==> src/rtl/nes_pkg.sv <==
// rtl/nes_pkg.sv - shared types and constants for the NES/SNES pad reader
// Holds the scan state encoding, button bit positions and the default
// data polarity used by nes_multi_pad_reader.
package nes_pkg;

  typedef enum logic [2:0] {
    ST_IDLE,
    ST_LATCH,
    ST_BIT_LO,
    ST_BIT_HI,
    ST_DONE,
    ST_GAP
  } nes_state_t;

  localparam int BTN_A      = 0;
  localparam int BTN_B      = 1;
  localparam int BTN_SELECT = 2;
  localparam int BTN_START  = 3;
  localparam int BTN_UP     = 4;
  localparam int BTN_DOWN   = 5;
  localparam int BTN_LEFT   = 6;
  localparam int BTN_RIGHT  = 7;

  // Stock pads pull the data line low for a pressed button.
  localparam bit ACTIVE_LOW_DEFAULT = 1'b1;

endpackage

==> src/rtl/Synchronizer.sv <==
// rtl/Synchronizer.sv - two-flop synchroniser for one asynchronous bit
// Ports: CLK clock, reset sync active-low, en hold when 0, d async in,
// q synchronised out.
module Synchronizer (
  input  logic CLK,
  input  logic reset,
  input  logic en,
  input  logic d,
  output logic q
);

  logic meta;

  always_ff @(posedge CLK) begin
    if (!reset) begin
      meta <= 1'b0;
      q    <= 1'b0;
    end else if (en) begin
      meta <= d;
      q    <= meta;
    end
  end

endmodule

==> src/rtl/nes_tick_gen.sv <==
// rtl/nes_tick_gen.sv - CLK_DIV phase counter producing an end-of-phase tick
// Ports: CLK clock, reset sync active-low, en count enable, clr holds the
// counter at 0, tick high on the last cycle of each phase.
module nes_tick_gen #(
  parameter int CLK_DIV = 4
) (
  input  logic CLK,
  input  logic reset,
  input  logic en,
  input  logic clr,
  output logic tick
);

  localparam int CW = $clog2(CLK_DIV);

  logic [CW-1:0] cnt;
  logic          last;

  assign last = (cnt == CW'(CLK_DIV - 1));
  assign tick = en && !clr && last;

  always_ff @(posedge CLK) begin
    if (!reset) begin
      cnt <= '0;
    end else if (en) begin
      if (clr || last) cnt <= '0;
      else             cnt <= cnt + CW'(1);
    end
  end

endmodule

==> src/rtl/nes_multi_pad_reader.sv <==
// rtl/nes_multi_pad_reader.sv - serial gamepad reader for NUM_PADS pads
// Ports: CLK clock, reset sync active-low, en global hold, start scan
// request (AUTO=0), D serial data per pad, SRL latch, SRCLK shift clock,
// busy scan in progress, valid one-cycle Q update strobe, Q buttons
// (pad p bit i at p*NUM_BITS+i), pressed/released per-scan edges.
module nes_multi_pad_reader
  import nes_pkg::*;
#(
  parameter int NUM_PADS    = 2,
  parameter int NUM_BITS    = 8,
  parameter int CLK_DIV     = 4,
  parameter int LATCH_TICKS = 2,
  parameter bit AUTO        = 1'b1,
  parameter int GAP_TICKS   = 16,
  parameter bit ACTIVE_LOW  = ACTIVE_LOW_DEFAULT
) (
  input  logic                         CLK,
  input  logic                         reset,
  input  logic                         en,
  input  logic                         start,
  input  logic [NUM_PADS-1:0]          D,
  output logic                         SRL,
  output logic                         SRCLK,
  output logic                         busy,
  output logic                         valid,
  output logic [NUM_PADS*NUM_BITS-1:0] Q,
  output logic [NUM_PADS*NUM_BITS-1:0] pressed,
  output logic [NUM_PADS*NUM_BITS-1:0] released
);

  localparam int PH_MAX = (LATCH_TICKS > GAP_TICKS) ? LATCH_TICKS : GAP_TICKS;
  localparam int PHW    = ($clog2(PH_MAX) > 0) ? $clog2(PH_MAX) : 1;
  localparam int KW     = ($clog2(NUM_BITS) > 0) ? $clog2(NUM_BITS) : 1;
  localparam int PW     = ($clog2(NUM_PADS) > 0) ? $clog2(NUM_PADS) : 1;

  nes_state_t                         state;
  logic [PHW-1:0]                     ph;
  logic [KW-1:0]                      k;
  logic [NUM_PADS-1:0][NUM_BITS-1:0]  shadow;
  logic [NUM_PADS-1:0]                sync_d;
  logic                               tick;
  logic                               tick_clr;

  for (genvar p = 0; p < NUM_PADS; p++) begin : g_sync
    Synchronizer u_sync (
      .CLK   (CLK),
      .reset (reset),
      .en    (en),
      .d     (D[p]),
      .q     (sync_d[p])
    );
  end

  // Holding the divider at 0 in IDLE and DONE makes the first LATCH and
  // GAP phase start on a clean boundary, so every phase is CLK_DIV long.
  assign tick_clr = (state == ST_IDLE) || (state == ST_DONE);

  nes_tick_gen #(.CLK_DIV(CLK_DIV)) u_tick (
    .CLK   (CLK),
    .reset (reset),
    .en    (en),
    .clr   (tick_clr),
    .tick  (tick)
  );

  always_ff @(posedge CLK) begin
    if (!reset) begin
      state    <= ST_IDLE;
      ph       <= '0;
      k        <= '0;
      shadow   <= '0;
      SRL      <= 1'b0;
      SRCLK    <= 1'b0;
      busy     <= 1'b0;
      valid    <= 1'b0;
      Q        <= '0;
      pressed  <= '0;
      released <= '0;
    end else if (en) begin
      valid    <= 1'b0;
      pressed  <= '0;
      released <= '0;
      case (state)
        ST_IDLE: begin
          if (AUTO || start) begin
            state <= ST_LATCH;
            SRL   <= 1'b1;
            busy  <= 1'b1;
            ph    <= '0;
          end
        end
        ST_LATCH: begin
          if (tick) begin
            if (ph == PHW'(LATCH_TICKS - 1)) begin
              state <= ST_BIT_LO;
              SRL   <= 1'b0;
              k     <= '0;
            end else begin
              ph <= ph + PHW'(1);
            end
          end
        end
        ST_BIT_LO: begin
          // Sample at the end of the low phase, just before SRCLK rises
          // and the pads advance to the next bit.
          if (tick) begin
            for (int p = 0; p < NUM_PADS; p++)
              shadow[PW'(p)][k] <= sync_d[PW'(p)] ^ ACTIVE_LOW;
            state <= ST_BIT_HI;
            SRCLK <= 1'b1;
          end
        end
        ST_BIT_HI: begin
          if (tick) begin
            SRCLK <= 1'b0;
            if (k == KW'(NUM_BITS - 1)) begin
              // Q, edges and valid become visible during the DONE cycle.
              state    <= ST_DONE;
              Q        <= shadow;
              pressed  <= shadow & ~Q;
              released <= ~shadow & Q;
              valid    <= 1'b1;
              busy     <= 1'b0;
            end else begin
              k     <= k + KW'(1);
              state <= ST_BIT_LO;
            end
          end
        end
        ST_DONE: begin
          ph    <= '0;
          state <= AUTO ? ST_GAP : ST_IDLE;
        end
        ST_GAP: begin
          if (tick) begin
            if (ph == PHW'(GAP_TICKS - 1)) begin
              state <= ST_LATCH;
              SRL   <= 1'b1;
              busy  <= 1'b1;
              ph    <= '0;
            end else begin
              ph <= ph + PHW'(1);
            end
          end
        end
        default: state <= ST_IDLE;
      endcase
    end
  end

endmodule

==> config.mk <==
export PLATFORM = sky130hd
export DESIGN_NAME = nes_multi_pad_reader
export DESIGN_NICKNAME = d
export VERILOG_FILES = /design/src/rtl/nes_pkg.sv /design/src/rtl/Synchronizer.sv /design/src/rtl/nes_tick_gen.sv /design/src/rtl/nes_multi_pad_reader.sv
export SDC_FILE = /design/constraint.sdc
export NUM_CORES = 1
export LEC_CHECK = 0
export BUFFER_PORTS_ARGS = -buffer_cell sky130_fd_sc_hd__buf_2
export CAP_MARGIN = 5
export CORE_MARGIN = 1.5
export CORE_UTILIZATION = 48
export DETAILED_ROUTE_END_ITERATION = 8
export PLACE_DENSITY = 0.77
export SKIP_CTS_REPAIR_TIMING = 1
export SLEW_MARGIN = 10
export SYNTH_ARGS = -nofsm -noshare
export SYNTH_HDL_FRONTEND = slang
export SYNTH_HIERARCHICAL = 1
export SYNTH_SLANG_ARGS = --single-unit
==> constraint.sdc <==
create_clock -name CLK -period 2 [get_ports CLK]
set_input_delay 0.1 -clock CLK [delete_from_list [all_inputs] [get_ports CLK]]
set_output_delay 0.1 -clock CLK [all_outputs]
set_load 0.01 [all_outputs]
==> impl_metrics.yaml <==
run_status:
  outcome: "complete, no violations"
cts:
  clk_transition_reported_paths_ps: 90
  ctsHtreeMaxLevel: 2
  clock_tree.root_cell: "sky130_fd_sc_hd__clkbuf_8"
  clock_tree_from_tritoncts: "built"
  number_of_buffers_created_by_cts: 5
  clock_sinks: 50
  clock_insertion_delay_worst_skew_ps: 310
  max-clock-path-buffers: 2
setup_path:
  top_fanout_value_on_the_critical_path: 6
  cp.arrival_ps: 2110
  critical_path_required_ps: 2210
  critical_path.startpoint_type: "flip-flop"
  endpoint_kind: "flip-flop"
  critical_path_class: "flip-flop to flip-flop"
pwr:
  max_vdd_drop_mv: 0.355
  sw_frac_of_total_pct: 27.2
  power_report.internal_total_mw: 1.38
  clkPwrFrac_pct: 30.9
  p_seq_share_pct: 54.5
  power.net_switching_mw: 0.515
  p_comb_share_pct: 14.6
  p_per_area_nw_per_um2: 680
  static_leak_nw: 1.17
synth:
  synth_simple_gate_area_share_pct: 24.5
  synth_seq_area_share_pct: 40.1
  number_of_flops_mapped_to_enable_cells_by_yosys: 0
  synth_largest_type_area_fraction_pct: 40.1
  synth-xor-area-share_pct: 1.05
  unique_masters_post_synth: 50
  netlist_top_cells_count: "sky130_fd_sc_hd__dfxtp_1 (50), sky130_fd_sc_hd__buf_4 (27), sky130_fd_sc_hd__a21oi_1 (23)"
  synth.most_common_cell: "sky130_fd_sc_hd__dfxtp_1"
  synth-main-ff-cell: "sky130_fd_sc_hd__dfxtp_1"
  synth.ff_latch_count: 50
  share_of_the_synthesized_area_in_compound_gates_ao_oa_aoi_oai_pct: 17.0
  post_synth_fa_ha_maj_area_fraction_pct: 2.51
  synth-warning-count: 6
  yosysTopAreaCell: "sky130_fd_sc_hd__dfxtp_1"
  avgSynthCellArea_sq_um: 8.92
  synth.area.mux_share_pct: 2.00
  main_combinational_cell_family_by_area_after_synthesis: "simple AND/OR/NAND/NOR gates"
  syn_area_sq_um: 2500
  synth_async_sr_flop_share_pct: 0
  yosys-top-cells-area: "sky130_fd_sc_hd__dfxtp_1 (40%), sky130_fd_sc_hd__buf_4 (8.1%), sky130_fd_sc_hd__a21oi_1 (4.6%)"
  syn-instance-count: 280
worst_hold_path:
  worst_hold_path_type: "input port to flip-flop"
placement:
  final_weighted_congestion_in_routability_driven_placement: 0.785
  port_buffers: 31
  placedCellCount: 380
  placedInstanceArea_sq_um: 2690
  dp_wirelength_um: 3340
die:
  row_count: 26
  initial_core_util_pct: 49.2
  placeableCoreArea_sq_um: 5070
  fp.dieArea_sq_um: 5640
  dieHeight_um: 75.1
  number_of_top_level_pins: 58
  chipWidth_um: 75.1
routing:
  vias_per_cell: 5.07
  detailedRoute.firstIterationViolations: 72
  remaining_drc_errors: 0
  detail-route-antenna-nets: 0
  vias: 1971
  drt_wl_total_um: 4810
  first_pass_iters: 4
  wire_per_inst_um: 12.4
sta:
  grt_setup_unrepaired: "false"
  timing_hold_violations_final: 0
  holdWs_ps: 56.2
  timing.final.max_slew_violations: 0
  skew_ps: 6.71
  setup_viol_count_final: 0
  max_clock_freq_mhz: 527
  fin_setup_tns_ps: 0
  min_period_over_period_pct: 94.8
  final.min_clock_period_ps: 1900
final_layout:
  layout.filler_cells: 487
  finalNonFillerCells: 389
  area_delta_synth_final_pct: 11.6
  design.final.nets: 329
  finalCoreUtilization_pct: 54.9
  antenna-diode-count: 0
  design_area_sq_um: 2790
  fraction_of_final_layout_cells_with_drive_strength_greater_than_1_pct: 19.7
global_route:
  grt_pass1_wl_um: 7620
  number_of_antenna_violations_at_the_first_check_in_global_routing: 0
  overall_global_routing_resource_usage_pct: 17.7
  grt_start_max_net_pins: 32
  grt.overflow.total: 0
  vias_in_the_first_global_route: 1695
run:
  max-cap-violations: 0
sequential cells by signal, indices dropped and copies added, names as in the netlist, 2 cells and up:
| name | count |
|---|---|
| Q | 8 |
| pressed | 8 |
| released | 8 |
| shadow | 8 |
| ph | 4 |
| k | 3 |
| state | 3 |
| u_tick/cnt | 2 |
kinds of logic after synthesis:
kind of cell / count (synthesis)
flip-flops: 50
AO/OA/AOI/OAI: 61
other: 1
adder cells (fa/ha/maj): 5
XOR/XNOR: 3
AND/OR/NAND/NOR: 100
buffers and inverters: 55
multiplexers: 5
stage by stage:
stage / total power, mW / worst slack [ps]
floorplan: 1.28 / 29.1
global placement: 1.32 / 132
detailed placement: 1.33 / 77.5
CTS: 1.91 / 67.1
global route: 1.98 / 11.1
finish: 1.89 / 103
area by class of cell:
class	count	area, sq um	area share (%)
Clock inverter	2	13.8	0.494
Inverter	16	60.1	2.15
Tap cell	70	87.6	3.14
Sequential cell	50	1000	35.9
Multi-Input combinational cell	198	1260	45.4
Clock buffer	6	72.6	2.60
Timing Repair Buffer	47	288	10.3
cells in the final DEF, fill, tap and decap left out, types with 2 or more instances in the layout:
cell type	synthesis	final
sky130_fd_sc_hd__nor2_1	15	15
sky130_fd_sc_hd__buf_4	27	15
sky130_fd_sc_hd__o31a_1	2	2
sky130_fd_sc_hd__a211oi_1	9	9
sky130_fd_sc_hd__a21o_1	2	2
sky130_fd_sc_hd__nand2b_1	15	15
sky130_fd_sc_hd__dfxtp_1	50	50
sky130_fd_sc_hd__o21a_1	2	2
sky130_fd_sc_hd__mux2i_1	5	5
sky130_fd_sc_hd__a311oi_1	2	2
sky130_fd_sc_hd__a21boi_0	2	2
sky130_fd_sc_hd__ha_1	5	5
sky130_fd_sc_hd__xnor2_1	3	3
sky130_fd_sc_hd__a21oi_1	23	23
sky130_fd_sc_hd__buf_2	2	31
sky130_fd_sc_hd__and4b_1	2	2
sky130_fd_sc_hd__nand4_1	2	2
sky130_fd_sc_hd__and2_1	10	10
sky130_fd_sc_hd__nand4b_1	6	6
sky130_fd_sc_hd__nand3_1	7	7
sky130_fd_sc_hd__clkbuf_8	0	5
sky130_fd_sc_hd__o32ai_1	6	6
sky130_fd_sc_hd__nand3b_1	4	4
sky130_fd_sc_hd__nand2_1	18	18
sky130_fd_sc_hd__o21ai_0	4	4
sky130_fd_sc_hd__conb_1	1	24
sky130_fd_sc_hd__a31oi_1	2	2
sky130_fd_sc_hd__nor2b_1	8	8
sky130_fd_sc_hd__inv_1	16	16
power by group through the flow:
stage | sequential, mW | combinational (mW) | clock, mW
floorplan | 1.06 | 0.224 | 0
global placement | 1.05 | 0.269 | 0
detailed placement | 1.06 | 0.276 | 0
CTS | 1.03 | 0.277 | 0.600
global route | 1.04 | 0.310 | 0.638
finish | 1.03 | 0.276 | 0.586
critical path: stages (launching register included):
cell and delay (ps):
sky130_fd_sc_hd__dfxtp_1 320, sky130_fd_sc_hd__or2_2 300, sky130_fd_sc_hd__inv_1 80, sky130_fd_sc_hd__and3b_2 250
sky130_fd_sc_hd__a21o_1 160, sky130_fd_sc_hd__o32a_1 200, sky130_fd_sc_hd__and4bb_2 240, sky130_fd_sc_hd__o31a_1 260
final timing paths:
path / startpoint / depth (start not counted) / endpoint / slack (ps)
worst max-delay path: state[1] / 7 / state[0] / 100
worst min-delay path: D[0] / 3 / g_sync[0].u_sync/meta / 60
worst max register to register: state[1] / 7 / state[0] / 100
worst min register to register: shadow[3] / 2 / Q[3] / 460
per-layer routing:
metal  vias up  GRT usage, %  wire [um]
met5         -             0          0
met4         0          6.94         81
met3         6          3.88        240
met2        51          28.5       2240
met1       914          23.2       2250
li1       1000             -          -
(Power assumes the default switching activity.)
